[src/rtl/collision_score_feeder.sv]
// Queues enemy-hit events and presents them to the score counter one point per frame,
// arming on the synchronized vsync falling edge and releasing on the rising edge.
module collision_score_feeder #(
  parameter int unsigned HIT_SOURCES = 4,
  parameter int unsigned PEND_W      = 4
) (
  input  logic                   clk,
  input  logic                   reset_n,
  input  logic                   vsync,
  input  logic                   game_reset,
  input  logic [HIT_SOURCES-1:0] hit_valid,
  output logic                   enemy_collision,
  output logic                   credited,
  output logic [PEND_W-1:0]      pending,
  output logic                   overflow
);

  localparam int unsigned SumW = PEND_W + 3;
  localparam logic [SumW-1:0] PendMax = {3'b000, {PEND_W{1'b1}}};

  typedef enum logic {StIdle, StArmed} state_e;

  state_e            state;
  logic              vs_s1, vs_s2, vs_d;
  logic              vs_fall, vs_rise;
  logic [SumW-1:0]   inc, sum;
  logic              dec, sat;
  logic [PEND_W-1:0] pending_next;

  // Synchronizer survives game_reset so a restart mid-frame keeps edge tracking coherent.
  always_ff @(posedge clk or negedge reset_n) begin
    if (!reset_n) begin
      vs_s1 <= 1'b1;
      vs_s2 <= 1'b1;
      vs_d  <= 1'b1;
    end else begin
      vs_s1 <= vsync;
      vs_s2 <= vs_s1;
      vs_d  <= vs_s2;
    end
  end

  assign vs_fall = !vs_s2 && vs_d;
  assign vs_rise = vs_s2 && !vs_d;

  always_comb begin
    inc = '0;
    for (int i = 0; i < int'(HIT_SOURCES); i++) begin
      inc = inc + SumW'(hit_valid[i]);
    end
  end

  assign dec          = (state == StArmed) && vs_rise;
  assign sum          = SumW'(pending) + inc - SumW'(dec);
  assign sat          = sum > PendMax;
  assign pending_next = sat ? PendMax[PEND_W-1:0] : sum[PEND_W-1:0];

  always_ff @(posedge clk or negedge reset_n) begin
    if (!reset_n) begin
      state           <= StIdle;
      enemy_collision <= 1'b0;
      credited        <= 1'b0;
      pending         <= '0;
      overflow        <= 1'b0;
    end else if (game_reset) begin
      state           <= StIdle;
      enemy_collision <= 1'b0;
      credited        <= 1'b0;
      pending         <= '0;
      overflow        <= 1'b0;
    end else begin
      pending  <= pending_next;
      overflow <= overflow | sat;
      credited <= 1'b0;
      unique case (state)
        StIdle: begin
          // Arm only on the falling edge so the whole sync pulse is setup time.
          if (vs_fall && (pending != '0)) begin
            state           <= StArmed;
            enemy_collision <= 1'b1;
          end
        end
        StArmed: begin
          if (vs_rise) begin
            state           <= StIdle;
            enemy_collision <= 1'b0;
            credited        <= 1'b1;
          end
        end
        default: begin
          state           <= StIdle;
          enemy_collision <= 1'b0;
        end
      endcase
    end
  end

endmodule

[config.mk]
export PLATFORM = sky130hd
export DESIGN_NAME = collision_score_feeder
export DESIGN_NICKNAME = d
export VERILOG_FILES = /design/src/rtl/collision_score_feeder.sv
export SDC_FILE = /design/constraint.sdc
export NUM_CORES = 1
export LEC_CHECK = 0
export ABC_AREA = 1
export BUFFER_PORTS_ARGS = -buffer_cell sky130_fd_sc_hd__buf_2
export CORE_UTILIZATION = 36
export DETAILED_ROUTE_END_ITERATION = 10
export GPL_TIMING_DRIVEN = 0
export PLACE_DENSITY = 0.57
export RECOVER_POWER = 25
export SLEW_MARGIN = 40
export SYNTH_ARGS = -nofsm -noshare
export SYNTH_HDL_FRONTEND = slang
export SYNTH_SLANG_ARGS = --single-unit
[constraint.sdc]
create_clock -name clk -period 4.7 [get_ports clk]
set_input_delay 0 -clock clk [delete_from_list [all_inputs] [get_ports clk]]
set_output_delay 0 -clock clk [all_outputs]
set_load 0.02 [all_outputs]
# == Word-level counts from Yosys, hierarchy flattened ==
# Index checks and enable logic that the tools add are counted.
# word_totals
out_inout_bits,7
word_cells,40
regBits,11
# op_classes
eq_ne,2
bitwise,2
magnitude_cmp,1
muxes,14
n_reduce_logical,8
addsub,5
# ops
operator,count
two-way mux 1 bit,10
two-way mux 4 bit,2
> comparator 7 x 4 -> 1 bit (second input constant),1
subtractor 5 x 1 -> 6 bit,1
adder 4 x 4 -> 5 bit,1
adder 3 x 1 -> 4 bit,1
logical AND 1 bit,4
case mux 1 bit (2 select lines),2
nonzero test 4 bit,1
adder 2 x 1 -> 3 bit,1
inequality test 3 x 2 -> 1 bit (second input constant),1
inequality test 3 bit (second input constant),1
adder 1 x 1 -> 2 bit,1
zero test 1 bit,2
AND reduction 2 bit,1
inverter 1 bit,1
OR 1 bit,1

# == Longest topological paths before layout ==
# logic_depth
depth_word,8
ltp_mapped,15

# == Least setup slack after synthesis ==
# OpenSTA, ideal clock, no wires.
# synth_path
kind,flip-flop to flip-flop
start,reg vs_s2
end,reg overflow
path_stages_with_launch,16
setup_slack_ns,1.932
setup_ns,0.128
t_arrival_ns,2.640
t_required_ns,4.572
period_less_slack_ns,2.768
path_cell_list,dfstp_2 -> inv_1 -> nor3_1 -> ha_1 -> fa_1 -> inv_1 -> fa_1 -> inv_1 -> fa_1 -> nand3b_1 -> nand2_1 -> nand2_1 -> nand2_1 -> nand3_2 -> nor2_1 -> nor2_1
# synth_between
elab_chain_len,6
# synth_rtl
item,line,rtl
from (decl),24,"logic vs_s1, vs_s2, vs_d;"
from (signal assigned),38,vs_s2 <= vs_s1;
logical AND 1 bit,44,assign vs_rise = vs_s2 && !vs_d;
logical AND 1 bit,53,assign dec = (state == StArmed) && vs_rise;
subtractor 5 x 1 -> 6 bit,54,assign sum = SumW'(pending) + inc - SumW'(dec);
> comparator 7 x 4 -> 1 bit,55,assign sat = sum > PendMax;
OR 1 bit,73,overflow <= overflow | sat;
two-way mux 1 bit,65,end else if (game_reset) begin
to (signal assigned),73,
to (decl),15,output logic overflow
# No other way between the ends.
# A chain may end at the register's enable or synchronous reset.

# == Worst setup path in the final report ==
# Ends and elaborated chain as after synthesis.

==> metrics.yaml <==
cts-resized-gates: 0
cp-start-kind: "flip-flop"
wl_um: 1150
die_area_mm2: 0.00215
cts_sinks: 11
critPathKind: "reg -> reg"
async_flop_share_pct: 100
seq_area_frac_synth_pct: 39.3
path_clk_slew_ns: 0.06
synth_top_area_share_pct: 28.2
area_growth_pct: 19.9
hold_viol_final: 0
min_to: "pending[1]"
slew_violations: 0
drtIter0Drc: 4
worstPathArrival_ns: 3.24
postCtsSetupBuffers: 0
vdd_drop_max_v: 0.000343
rows: 15
overflow: 0
clock_path_buffers: 2
nFillCells: 186
post-route-worst-setup-slack_ns: 1.60
die_w_um: 46.4
portBuffers: 13
seqPwrFrac_pct: 21.9
final_util_pct: 47.7
drcViolationCount: 0
insertedDiodeCount: 0
regToRegSetupSlack_ns: 1.60
cap_violations: 0
initial_core_util_pct: 39.8
min-delay-start: "game_reset"
die_height_um: 46.4
worst-r2r-cell-count: 15
finalCritPeriodShare_pct: 66.0
synth_most_common_cell: "inv_1"
internal-power_uw: 328
p_sw_share_pct: 47.9
finalSetupViolCount: 0
ios: 15
whs_path_depth: 2
cts_htree_levels: 1
nNetsFinal: 120
setup_tns_ns: 0
rr_startpoint: "vs_s2"
first_pass_iters: 2
r2r-end: "overflow"
drive_gt1_share_pct: 20.2
cts_inserted_buffers: 3
grt_start_max_net_pins: 12
root_buffer: "clkbuf_4"
slew_headroom_pct: 62.5
grt_pass1_wl_um: 1970
p_comb_share_pct: 68.5
yosysWarnings: 0
syn_nets: 100
core_mm2: 0.00178
grtUsageTotal_pct: 13.6
ys_ff_latch: 11
post-dp-hpwl_um: 983
pre_cts_ws_ns: 1.60
synthFlopType: "dfrtp_1"
synth.area.top_cells: "dfrtp_1, ha_1, dfstp_2"
power_density_mw_per_mm2: 740
p_switching_uw: 302
worstSkewPairLatency_ns: 0.26
synth_common_cells: "inv_1, nor2_1, nand2_1"
synth_edf_count: 0
syn_inst: 80
regArea_um2: 279
wire_per_inst_um: 9.31
setup.worst_path.start: "vs_s2"
skew_ns: 0.00472
worst_pin_slew_ns: 0.563
antenna_found_initial: 0
gp_congestion: 0.728
timing.fmax_mhz: 322
grt_pass1_vias: 495
syn_area_um2: 709
drt-vias-per-instance: 4.40
leakagePower_uw: 0.000468
hold_class: "in -> reg"
finalCriticalPeriod_ns: 3.10
multi_input_area_um2: 355
status: "complete, no violations"
yosysTopAreaCell: "dfrtp_1"
cts_tree: "built"
cp-end-kind: "flip-flop"
pwr-share-clk_pct: 9.5
avgSynthCellArea_um2: 8.87
drtAntennaViolNets: 0
synth_cell_types: 17
cp_max_fo: 5
vias: 546
hold_buffers: 2
required_ns: 4.84
rsz0062_at_grt: "false"
==> worst max-delay path, cell delays in order, from the launching register on <==
cell	delay [ns]
dfstp_2	0.53
inv_1	0.05
nor3_1	0.21
ha_1	0.29
fa_1	0.44
inv_1	0.08
fa_1	0.19
inv_1	0.06
fa_1	0.41
nand3b_1	0.20
nand2_1	0.08
nand2_1	0.04
nand2_1	0.07
nand3_2	0.13
nor2_1	0.13
nor2_1	0.05
==> power by group through the flow <==
| stage | combinational (uW) | clock (uW) | sequential, uW |
|---|---|---|---|
| floorplan | 310 | 0 | 168 |
| global placement | 425 | 0 | 139 |
| detailed placement | 438 | 0 | 140 |
| CTS | 442 | 62.9 | 138 |
| global route | 501 | 69.3 | 141 |
| finish | 432 | 60.1 | 138 |
==> registers in the layout, summed over array words and instances (netlist names) <==
register and count:
overflow 1, state 1, pending 4, credited 1
vs_s2 1, vs_d 1, enemy_collision 1, vs_s1 1
==> kinds of logic after synthesis <==
family | Yosys count | share of synthesized area [%]
adder cells (fa/ha/maj) | 12 | 24.3
AO/OA/AOI/OAI | 4 | 3.35
flip-flops | 11 | 39.3
AND/OR/NAND/NOR | 31 | 19.9
buffers and inverters | 20 | 10.6
XOR/XNOR | 2 | 2.47
==> final cells by class <==
type | count | area share [%]
timing repair buffer | 15 | 9.85
inverter | 19 | 8.38
clock buffer | 4 | 3.09
tap | 25 | 3.68
buffer | 1 | 0.441
multi-input combinational | 49 | 41.8
sequential | 11 | 32.8
==> how the worst max path moves through the flow <==
stage	endpoint	cells past startpoint
floorplan	overflow	15
global placement	pending[3]	15
detailed placement	overflow	15
CTS	overflow	15
global route	overflow	15
finish	overflow	15
==> through the flow <==
step	std cells	area, um2	power, uW	hold WS, ns
final	124	851	630	0.0801
after global placement	118	806	564	-0.125
after detailed placement	118	806	578	-0.126
after global routing	124	851	711	0.101
after floorplan	80	709	478	-0.296
after CTS	124	852	643	0.0792
==> layout by cell type (no fill, tap or decap) <==
master         synthesis  final
o32ai_1                1      1
buf_2                  0     12
dfstp_2                3      3
nand2_1               10     10
nand3_2                1      1
nand3_1                4      4
nor4_1                 1      1
ha_1                   9      9
clkbuf_4               0      3
nor2_1                11     11
inv_1                 19     19
or2_2                  1      1
a21oi_1                3      3
nor3_1                 1      1
xnor2_1                2      2
dlygate4sd3_1          0      2
nand3b_1               2      2
dfrtp_1                8      8
clkbuf_1               1      3
fa_1                   3      3
==> per-layer routing <==
layer  share of wire, %  track usage, %  vias to the layer above
met5                  0               0                        -
met4                  0            1.76                        0
met3                5.5            7.06                        0
met2                 46            20.6                       16
met1                 49            17.6                      249
li1                   -               -                      281
Power figures use the tool's default switching activity.
